===== config.mk =====
export PLATFORM = sky130hd
export DESIGN_NAME = mem_bus_arbiter
export DESIGN_NICKNAME = d
export VERILOG_FILES = /design/src/rtl/mem_bus_arbiter.sv
export SDC_FILE = /design/constraint.sdc
export NUM_CORES = 1
export LEC_CHECK = 0
export ABC_AREA = 1
export BUFFER_PORTS_ARGS = -buffer_cell sky130_fd_sc_hd__buf_2
export CORE_AREA = 2 2 200 202
export CTS_BUF_LIST = sky130_fd_sc_hd__clkbuf_16
export DETAILED_ROUTE_END_ITERATION = 10
export DIE_AREA = 0 0 202 204
export HOLD_SLACK_MARGIN = 0.03
export PLACE_DENSITY = 0.47
export SKIP_CTS_REPAIR_TIMING = 1
export SLEW_MARGIN = 40
export SYNTH_ARGS = -nofsm -noshare
export SYNTH_HDL_FRONTEND = slang
export SYNTH_SLANG_ARGS = --single-unit
export TNS_END_PERCENT = 20

===== constraint.sdc =====
create_clock -name clk -period 1.7 [get_ports clk]
set_clock_uncertainty 0.15 [all_clocks]
set_input_delay 0 -clock clk [delete_from_list [all_inputs] [get_ports clk]]
set_output_delay 0 -clock clk [all_outputs]
set_load 0.01 [all_outputs]

===== src/rtl/mem_bus_arbiter.sv =====
// Two-requester arbiter that serialises single-beat fetch and data transactions
// onto one memory bus, giving data priority with a bounded fetch starvation window.
module mem_bus_arbiter #(
  parameter int STARVE_LIMIT = 4,
  parameter int AW = 64
) (
  input  logic          clk,
  input  logic          reset,
  input  logic          ireq_valid,
  input  logic [AW-1:0] ireq_addr,
  output logic          iresp_addr_ok,
  output logic          iresp_data_ok,
  output logic [31:0]   iresp_data,
  input  logic          dreq_valid,
  input  logic [AW-1:0] dreq_addr,
  input  logic [2:0]    dreq_size,
  input  logic [7:0]    dreq_strobe,
  input  logic [63:0]   dreq_data,
  output logic          dresp_addr_ok,
  output logic          dresp_data_ok,
  output logic [63:0]   dresp_data,
  output logic          creq_valid,
  output logic          creq_is_write,
  output logic [AW-1:0] creq_addr,
  output logic [2:0]    creq_size,
  output logic [7:0]    creq_strobe,
  output logic [63:0]   creq_data,
  input  logic          cresp_ready,
  input  logic [63:0]   cresp_data
);

  localparam int CW = (STARVE_LIMIT > 0) ? $clog2(STARVE_LIMIT + 1) : 1;
  localparam logic [CW-1:0] LIMIT = CW'(STARVE_LIMIT);

  typedef enum logic [1:0] {IDLE, GRANT_I, GRANT_D} state_t;

  state_t        state, state_nxt;
  logic [CW-1:0] starve_cnt, starve_cnt_nxt;
  logic          grant_i, grant_d;

  logic          req_write_p1;
  logic [AW-1:0] req_addr_p1;
  logic [2:0]    req_size_p1;
  logic [7:0]    req_strobe_p1;
  logic [63:0]   req_data_p1;

  function automatic logic [CW-1:0] sat_inc(input logic [CW-1:0] v);
    return (v == LIMIT) ? v : v + 1'b1;
  endfunction

  always_comb begin
    state_nxt      = state;
    starve_cnt_nxt = starve_cnt;
    grant_i        = 1'b0;
    grant_d        = 1'b0;
    iresp_addr_ok  = 1'b0;
    iresp_data_ok  = 1'b0;
    iresp_data     = '0;
    dresp_addr_ok  = 1'b0;
    dresp_data_ok  = 1'b0;
    dresp_data     = '0;
    case (state)
      IDLE: begin
        if (ireq_valid && dreq_valid) begin
          if (STARVE_LIMIT != 0 && starve_cnt == LIMIT) grant_i = 1'b1;
          else grant_d = 1'b1;
        end else if (ireq_valid) begin
          grant_i = 1'b1;
        end else if (dreq_valid) begin
          grant_d = 1'b1;
        end
      end
      // A response arriving while reset is held belongs to a dropped transaction.
      GRANT_I: begin
        if (cresp_ready && !reset) begin
          iresp_addr_ok = 1'b1;
          iresp_data_ok = 1'b1;
          iresp_data    = req_addr_p1[2] ? cresp_data[63:32] : cresp_data[31:0];
          state_nxt     = IDLE;
        end
      end
      GRANT_D: begin
        if (cresp_ready && !reset) begin
          dresp_addr_ok = 1'b1;
          dresp_data_ok = 1'b1;
          dresp_data    = cresp_data;
          state_nxt     = IDLE;
        end
      end
      default: state_nxt = IDLE;
    endcase
    if (grant_i) begin
      state_nxt      = GRANT_I;
      starve_cnt_nxt = '0;
    end
    if (grant_d) begin
      state_nxt = GRANT_D;
      if (ireq_valid) starve_cnt_nxt = sat_inc(starve_cnt);
    end
  end

  // ---- request latch stage (p1): winner captured on the grant edge ----
  always_ff @(posedge clk) begin
    if (reset) begin
      state         <= IDLE;
      starve_cnt    <= '0;
      req_write_p1  <= 1'b0;
      req_addr_p1   <= '0;
      req_size_p1   <= '0;
      req_strobe_p1 <= '0;
      req_data_p1   <= '0;
    end else begin
      state      <= state_nxt;
      starve_cnt <= starve_cnt_nxt;
      if (grant_i) begin
        req_write_p1  <= 1'b0;
        req_addr_p1   <= ireq_addr;
        req_size_p1   <= 3'd2;
        req_strobe_p1 <= '0;
        req_data_p1   <= '0;
      end else if (grant_d) begin
        req_write_p1  <= |dreq_strobe;
        req_addr_p1   <= dreq_addr;
        req_size_p1   <= dreq_size;
        req_strobe_p1 <= dreq_strobe;
        req_data_p1   <= dreq_data;
      end
    end
  end

  assign creq_valid    = (state != IDLE);
  assign creq_is_write = creq_valid & req_write_p1;
  assign creq_addr     = creq_valid ? req_addr_p1   : '0;
  assign creq_size     = creq_valid ? req_size_p1   : '0;
  assign creq_strobe   = creq_valid ? req_strobe_p1 : '0;
  assign creq_data     = creq_valid ? req_data_p1   : '0;

endmodule


==> results.md <==
- Crit-path max FO: 9
- PwrDens: between 700 and 800 nW/um2
- Slew margin rel.: 0.722
- Final WS setup: -0.129 ns
- Rows: 73
- Critical Path Max Stage Delay: 0.35 ns
- Maximum clock rate: ~0.55 GHz
- Vias/cell: between 4 and 5
- GRT Total Usage: 0.152
- Final ANT Viol Nets: 0
- Post-route insts no fill: between 2,000 and 3,000
- Antenna diode count: 0
- Main synth FF type: dfxtp_1
- Data arrival, critical path: ~1.7 ns
- Area Growth Syn to Fin: 98.3%
- Cells after Synth: roughly 1,200
- Top cell type by total area after synthesis: dfxtp_1
- Worst setup EP type: primary output
- Synth cell types: 23
- Crit path max-delay family: buffers and inverters
- Post-synth EDFFs: 0
- RSZ-0062 raised after global routing: yes
- Slowest-stage cell, CP: dfxtp_2
- Post-Syn Area: ~7800 um2
- CTS tree: built
- Initial core utilization: 0.200
- First-pass GRT wire length: 49,000 um
- Final Setup Violations: around 300
- Worst Tran Pin Value: between 0.4 and 0.5 ns
- Largest net degree at the start of global routing: 44
- Outcome: finished with violations
- Crit Path Class: flop to primary output
- Area of the core: 39,200 um2
- Seq cells post-synth: 145
- Most instantiated cells after synthesis: 275 x nor2_1, 242 x inv_1, 145 x dfxtp_1
- DRC viols: 0
- Final Hold Vio Count: 0
- Total CTS buffers: 17
- Cells along the critical path: inv_4, ha_4, buf_12, clkbuf_16, nor2_2, buf_2
- Vias in the first global route: just under 9,000
- Clock Sinks: ~150
- Clock root cell: clkbuf_16
- Clock buffer depth: 2
- Period minus WS final: 1.83 ns
- GPL Wtd Cong: 0.835
- Sequential area share after synthesis: 0.371
- Wirelength per Cell: 15.7 um
- Reg area: ~2900 um2
- Worst Hold Class: input port to flop
- Slew Viols, Final: 0
- Share of post-route cells with drive strength above 1: 0.422
- Count leader, synth: nor2_1
- Worst Path Required: approximately 1.6 ns
- Avg Cell Area, Syn: around 6.3 um2
- Post-DP HPWL: 25,400 um
- GRT overflow: 0
- Yosys warnings: 0
- Top Ports: around 510
- CP Buf/Inv Count: 4
- Leakage: 7.59 nW
- Via Count: between 10,000 and 15,000
- Total chip power: approximately 11 mW
- Peak supply drop: around 0.56 mV
- CP Launch Type: flop
- Clk slew on worst S/H paths: about 0.070 ns
- DR pass1 iterations: 6
- Fin crit share: 1.08
- Die W: a little over 200 um
- Cells after DPL: roughly 2,200
- # nets final: ~2,300
- Port bufs: approximately 510
- Initial antenna violation count: 0
- Synth async-reset ratio: 0
- Drt first-iter violations: 644
- Hold_ws: between 0.02 and 0.03 ns
- Die Ht: about 200 um
- Max cap viols: 0
- Synth Net Count: 1,516
- DRT Wirelength: roughly 39,000 um
- Die Area: 41,200 um2
- Worst skew pair latency: approximately 0.44 ns
- Yosys top cell area share: 0.371
- Multi-input logic area: 4160 um2
- Fin Setup TNS: -15.29 ns
- H-tree depth: 4
- Largest cells by area after synthesis: dfxtp_1 37%, nor2_1 13%, inv_1 12%, nand3_1 7.0%, a21oi_1 6.3%
- Violated checks: negative setup slack
- Fillers: between 3,000 and 4,000
[final cells by class]
cell class,instances,area share
Clock buffer,17,0.0274
Timing Repair Buffer,811,0.404
Tap cell,525,0.0423
Multi-Input combinational cell,753,0.268
Clock inverter,14,0.0106
Inverter,245,0.0596
Sequential cell,145,0.188
[layer usage]
layer	track usage	up-vias	wire, um
met5	0	-	0
met4	0.0551	0	871
met3	0.0387	66	2440
met2	0.248	448	19400
met1	0.192	4991	16700
li1	-	5319	-
[cell usage in the layout (no fill, tap or decap), types with 2 or more instances in the layout]
cell type	synthesis	final
nand2_1	105	103
buf_2	37	475
o21ai_1	64	46
nand2_2	4	3
dfxtp_2	0	4
nand2_4	1	4
nor2_2	0	104
inv_1	242	239
buf_6	12	43
o22ai_1	26	26
inv_4	0	2
clkinv_2	0	3
inv_2	3	5
ha_4	0	3
nor2_1	275	142
a31oi_1	37	37
clkbuf_16	0	35
buf_12	0	24
bufinv_16	0	3
buf_4	9	40
nand3_1	109	109
nand4_1	2	2
ha_1	5	2
buf_8	0	2
nor2_4	0	29
clkinvlp_4	0	2
dlygate4sd3_1	0	206
inv_6	0	2
o21ai_0	12	2
dfxtp_1	145	140
o21ai_2	0	28
buf_16	0	3
a21oi_2	11	18
a21oi_1	99	91
[power by group]
group / switching [mW] / internal [mW] / leakage [nW]
Sequential: 0.119 / 3.71 / 1.20
Clock: 1.67 / 2.30 / 0.290
Combinational: 1.96 / 1.73 / 6.10
[state kept, by name, summed over array words and instances, names as in the netlist]
signal         count
req_addr_p1       64
req_size_p1        3
starve_cnt         3
req_data_p1       64
state              2
req_write_p1       1
req_strobe_p1      8
[cells by family after synthesis]
group	share of synthesized area
AO/OA/AOI/OAI	0.176
XOR/XNOR	0.00112
adder cells (fa/ha/maj)	0.00800
buffers and inverters	0.186
flip-flops	0.371
AND/OR/NAND/NOR	0.258
[per-stage QoR]
stage          utilization  instance area [um2]  setup WS, ns
2_1_floorplan            -                 7820        0.0477
3_3_place_gp         0.287                11200       -0.0749
3_5_place_dp         0.287                11200       -0.0930
4_1_cts              0.302                11800        -0.443
5_1_grt              0.396                15500        -0.200
6_report             0.396                15500        -0.129
[final timing paths]
check / to / startpoint / cells after the start / slack, ns
setup reg to reg: req_data_p1[27] / state[0] / 10 / -0.08
setup / recovery: creq_data[26] / state[0] / 6 / -0.13
hold reg to reg: req_data_p1[4] / req_data_p1[4] / 2 / 0.30
hold / removal: req_addr_p1[54] / reset / 3 / 0.03
[worst min-delay path: cells and delay by family]
family                 cells  cell delay (ns)
buffers and inverters      2             0.41
AOI/OAI and AO/OA          1             0.17
(Power assumes the default switching activity.)
